--- src/rtl/pll_lock_monitor.sv ---
// pll_lock_monitor: turns a raw, asynchronous PLL lock indicator into a
// filtered synchronous reset and a ready flag for the acquisition logic.
// Lock must be stable for LOCK_FILTER cycles. Reset is then held for a
// further RESET_HOLD cycles before it is released. A loss of lock in RUN
// re-asserts reset at once. It also sets a sticky flag and bumps a
// saturating loss counter.
// Optional build macro PLL_LOCK_MONITOR_UPTIME_EN adds a 32-bit uptime
// output that counts cycles spent in RUN.
module pll_lock_monitor #(
  parameter int SYNC_STAGES = 2,
  parameter int LOCK_FILTER = 1024,
  parameter int RESET_HOLD  = 256,
  parameter int LOSS_CNT_W  = 8
) (
  input  logic                  clock_in,
  input  logic                  reset,
  input  logic                  locked_async,
  input  logic                  clear_status,
  output logic                  rst_out,
  output logic                  ready,
  output logic                  lock_lost,
`ifdef PLL_LOCK_MONITOR_UPTIME_EN
  output logic [31:0]           uptime,
`endif
  output logic [LOSS_CNT_W-1:0] lock_loss_count
);

  localparam int MAXP = (LOCK_FILTER > RESET_HOLD) ? LOCK_FILTER : RESET_HOLD;
  localparam int CW   = (MAXP > 1) ? $clog2(MAXP) : 1;

  localparam logic [1:0] S_WAIT   = 2'd0;
  localparam logic [1:0] S_FILTER = 2'd1;
  localparam logic [1:0] S_HOLD   = 2'd2;
  localparam logic [1:0] S_RUN    = 2'd3;

  localparam logic [CW-1:0]         FILT_LAST = CW'(LOCK_FILTER - 1);
  localparam logic [CW-1:0]         HOLD_LAST = CW'(RESET_HOLD - 1);
  localparam logic [LOSS_CNT_W-1:0] LOSS_MAX  = {LOSS_CNT_W{1'b1}};

  logic [SYNC_STAGES-1:0] sync;
  logic                   locked_sync;
  logic [1:0]             state, state_nxt;
  logic [CW-1:0]          cnt, cnt_nxt;
  logic                   loss_evt;

  assign locked_sync = sync[SYNC_STAGES-1];
  assign loss_evt    = (state == S_RUN) && !locked_sync;

  // Lock synchronizer shift chain, oldest sample in the top bit
  always_ff @(posedge clock_in) begin
    if (reset) sync <= '0;
    else       sync <= {sync[SYNC_STAGES-2:0], locked_async};
  end

  // Next-state and phase-counter logic; any drop of lock falls back to WAIT
  always_comb begin
    state_nxt = state;
    cnt_nxt   = cnt;
    case (state)
      S_WAIT: begin
        if (locked_sync) begin
          state_nxt = S_FILTER;
          cnt_nxt   = '0;
        end
      end
      S_FILTER: begin
        if (!locked_sync) begin
          state_nxt = S_WAIT;
          cnt_nxt   = '0;
        end else if (cnt == FILT_LAST) begin
          state_nxt = S_HOLD;
          cnt_nxt   = '0;
        end else begin
          cnt_nxt = cnt + CW'(1);
        end
      end
      S_HOLD: begin
        if (!locked_sync) begin
          state_nxt = S_WAIT;
          cnt_nxt   = '0;
        end else if (cnt == HOLD_LAST) begin
          state_nxt = S_RUN;
          cnt_nxt   = '0;
        end else begin
          cnt_nxt = cnt + CW'(1);
        end
      end
      S_RUN: begin
        if (!locked_sync) begin
          state_nxt = S_WAIT;
          cnt_nxt   = '0;
        end
      end
      default: begin
        state_nxt = S_WAIT;
        cnt_nxt   = '0;
      end
    endcase
  end

  // State, phase counter and registered rst_out/ready, which follow the next state
  always_ff @(posedge clock_in) begin
    if (reset) begin
      state   <= S_WAIT;
      cnt     <= '0;
      rst_out <= 1'b1;
      ready   <= 1'b0;
    end else begin
      state   <= state_nxt;
      cnt     <= cnt_nxt;
      rst_out <= (state_nxt != S_RUN);
      ready   <= (state_nxt == S_RUN);
    end
  end

  // Sticky loss flag and saturating loss counter; a loss beats a same-edge clear
  always_ff @(posedge clock_in) begin
    if (reset) begin
      lock_lost       <= 1'b0;
      lock_loss_count <= '0;
    end else if (loss_evt) begin
      lock_lost <= 1'b1;
      if (clear_status)                lock_loss_count <= LOSS_CNT_W'(1);
      else if (lock_loss_count != LOSS_MAX) lock_loss_count <= lock_loss_count + LOSS_CNT_W'(1);
    end else if (clear_status) begin
      lock_lost       <= 1'b0;
      lock_loss_count <= '0;
    end
  end

`ifdef PLL_LOCK_MONITOR_UPTIME_EN
  // RUN-cycle counter: 0 on the entry edge, saturates, zeroed on any exit
  always_ff @(posedge clock_in) begin
    if (reset) begin
      uptime <= '0;
    end else if ((state == S_RUN) && (state_nxt == S_RUN)) begin
      if (uptime != 32'hFFFF_FFFF) uptime <= uptime + 32'd1;
    end else begin
      uptime <= '0;
    end
  end
`endif

endmodule

--- config.mk ---
export PLATFORM = sky130hd
export DESIGN_NAME = pll_lock_monitor
export DESIGN_NICKNAME = d
export VERILOG_FILES = /design/src/rtl/pll_lock_monitor.sv
export SDC_FILE = /design/constraint.sdc
export NUM_CORES = 1
export LEC_CHECK = 0
export CAP_MARGIN = 25
export CORE_UTILIZATION = 60
export CTS_CLUSTER_DIAMETER = 100
export DETAILED_ROUTE_END_ITERATION = 16
export DONT_BUFFER_PORTS = 1
export PLACE_DENSITY = 0.84
export SLEW_MARGIN = 15
export SYNTH_ARGS = -nofsm -noshare
export SYNTH_HDL_FRONTEND = slang
export SYNTH_SLANG_ARGS = --single-unit
--- constraint.sdc ---
create_clock -name clock_in -period 2.01 [get_ports clock_in]
set_clock_uncertainty 0.1 [all_clocks]
set_input_delay 0.402 -clock clock_in [delete_from_list [all_inputs] [get_ports clock_in]]
set_output_delay 0.402 -clock clock_in [all_outputs]
set_load 0.02 [all_outputs]
==> metrics.md <==
| Metric | Value |
|---|---|
| Worst path cell trace | inv_1 -> ha_1 -> and3b_1 -> o211ai_1 -> a21oi_2 -> nor2_1 |
| Area grow syn2layout | 4.64% |
| Wire per inst | 15.8 µm |
| Input/output buffers | 0 |
| CTS tree | built |
| Total CTS buffers | 3 |
| Crit. End Element | flop |
| Root Buffer Master | clkbuf_4 |
| CTS max path bufs | 2 |
| Max-cap violations | 0 |
| Number of synthesized register bits | 25 |
| Nets | 172 |
| Pwr Total | 0.000786 W |
| First-pass GRT wire length | 4770 µm |
| DRT Pass-1 Iters | 4 |
| Peak supply drop | 0.489 mV |
| CTS clk-pin slew, worst paths | 0.15 ns |
| Worst-path fanout max | 7 |
| Final Hold Vio Count | 0 |
| Worst setup SP type | flop |
| Post-synth EDFFs | 0 |
| Mapped Area | 1400 µm² |
| Syn Inst Count | 157 |
| Commonest non-fill, non-tap cell in the layout | dfxtp_1 |
| Initial Utilization | 63.3% |
| Overall Global Routing Usage | 25.0% |
| Most frequent cells in the layout | 25 x dfxtp_1, 16 x nor2_1, 10 x a21oi_1 |
| Layout cells sized above 1 | 14.4% |
| Die ar. | 2530 µm² |
| IO Count | 15 |
| Yosys warns | 0 |
| Synth unique cells | 49 |
| Pin count of the biggest net entering global routing | 16 |
| Detailed-route DRC error count | 0 |
| Max-slew violations | 0 |
| Period utilisation layout | 93.3% |
| Core box area | 2210 µm² |
| Hold Crit Class | in2reg |
| Crit path DAT | 2.05 ns |
| Final ANT Viol Nets | 0 |
| Setup_tns | 0 ns |
| Row Count | 17 |
| Register area share after synthesis | 35.7% |
| Final setup violation count | 0 |
| Unrepaired setup endpoints after global routing | false |
| Post-synth ARST share | 0% |
| Worst Tran Pin Value | 0.468 ns |
| Clock latency on the worst-skew pair | 0.33 ns |
| Clock tree sinks | 25 |
| CP max-delay cell | dfxtp_1 |
| Critical path required time | 2.19 ns |
| Chip width | 50.3 µm |
| N_diodes | 0 |
| Synth Area per Inst | 8.93 µm² |
| Vias per Instance | 6.41 |
| DRT iter0 DRCs | 45 |
| Static leakage | 0.494 nW |
| Max transition margin | 68.5% |
| Total power divided by cell area | 536 nW/µm² |
| Critical path type | reg2reg |
| Main synth FF type | dfxtp_1 |
| Max frequency | 0.533 GHz |
| Initial antenna violation count | 0 |
| Detailed-route via count | 1206 |
| Wirelength, routed | 2980 µm |
| CP max stage delay | 0.39 ns |
| Vias in the first global route | 1103 |
| GP Congestion | 0.835 |
| H-tree Lvls | 1 |
| Dpl hpwl | 2130 µm |
| Final Critical Period | 1.88 ns |
| Total grt overflow | 0 |
| Die Y | 50.3 µm |
| Mapped Nets | 168 |
| Status | finished clean |
[repair_timing]
| item | in CTS | in global routing |
|---|---|---|
| resized for setup | 0 | 1 |
| hold buffers | 0 | 1 |
| setup buffers | 0 | 1 |
| hold endpoints to repair | 0 | 6 |
| setup endpoints to repair | 0 | 7 |
[power by group]
group | leakage (nW) | total (W) | switching, W | internal (W)
registers | 0.202 | 0.000503 | 0.00000478 | 0.000499
logic | 0.278 | 0.0000433 | 0.0000251 | 0.0000182
clock network | 0.0139 | 0.000239 | 0.000163 | 0.0000763
[metal layers]
| metal | GRT usage (%) | vias to the layer above | share of wire, % |
|---|---|---|---|
| li1 | - | 579 | - |
| met1 | 33.5 | 571 | 46 |
| met2 | 38.7 | 45 | 46 |
| met3 | 3.94 | 11 | 5.6 |
| met4 | 13.0 | 0 | 2.8 |
| met5 | 0 | - | 0 |
[final timing paths]
kind / start / to / slack, ns / depth (start not counted)
max: state[0] / cnt[6] / 0.13 / 6
min: reset / cnt[2] / 0.02 / 1
max reg2reg: state[0] / cnt[6] / 0.13 / 6
min reg2reg: sync[0] / sync[1] / 0.36 / 1
[cell families (layout without fill, tap and decap cells)]
family,Yosys count,count (layout),synth area share (%)
AO/OA/AOI/OAI,34,34,17.2
XOR/XNOR,6,6,3.75
adder cells (fa/ha/maj),7,7,6.25
buffers and inverters,12,15,4.91
flip-flops,25,25,35.7
multiplexers,3,3,2.23
AND/OR/NAND/NOR,70,70,29.9
[sequential cells by signal, summed over array words and instances, names as in the netlist]
name,cells
cnt,10
lock_loss_count,8
state,2
sync,2
lock_lost,1
ready,1
rst_out,1
[critical path, delay by kind of cell, from the launching register on]
kind	cells	cell delay, ns
and+or+nand+nor	2	0.38
DFF	1	0.39
AOI/OAI and AO/OA	2	0.55
buffers and inverters	1	0.13
adders and majority gates	1	0.29
[cell usage after synthesis (2+ instances only)]
cell type / n / area, µm²
nor3_1: 7 / 35.0
ha_1: 7 / 87.6
o21ai_0: 6 / 30.0
a22oi_1: 2 / 15.0
a41oi_1: 2 / 17.5
buf_6: 2 / 22.5
o211ai_1: 2 / 15.0
dfxtp_1: 25 / 500
clkbuf_1: 2 / 7.51
a21oi_1: 10 / 50.1
nor2_1: 16 / 60.1
nand4_1: 6 / 37.5
mux2i_1: 2 / 20.0
inv_1: 5 / 18.8
buf_4: 2 / 15.0
xor2_1: 5 / 43.8
nor2b_1: 3 / 18.8
and4_1: 2 / 17.5
nand2b_1: 3 / 18.8
or3_1: 3 / 18.8
o21ai_2: 2 / 17.5
nand3_1: 6 / 30.0
and3_1: 4 / 25.0
and4_4: 2 / 22.5
nand2_1: 7 / 26.3
[metrics by stage]
stage | instance area [µm²] | util, % | hold WS, ns | setup slack (ns) | cells
after global routing | 1470 | 66.3 | 0.00267 | 0.00627 | 188
after detailed placement | 1420 | 64.0 | 0.331 | 0.0472 | 182
after floorplan | 1400 | - | 0.314 | 0.355 | 157
final | 1470 | 66.3 | 0.0229 | 0.134 | 188
after CTS | 1450 | 65.4 | 0.00839 | 0.0397 | 186
after global placement | 1420 | 64.0 | 0.320 | 0.243 | 182
[cell type report]
class | instances | area [µm²]
fillers | 188 | 746
multi-input cells | 120 | 835
inverters | 5 | 18.8
clock buffers | 3 | 22.5
well taps | 28 | 35.0
flip-flops and latches | 25 | 500
clock inverters | 1 | 7.51
repair buffers | 6 | 47.5
Note: power is estimated with default switching activity, not from simulation.
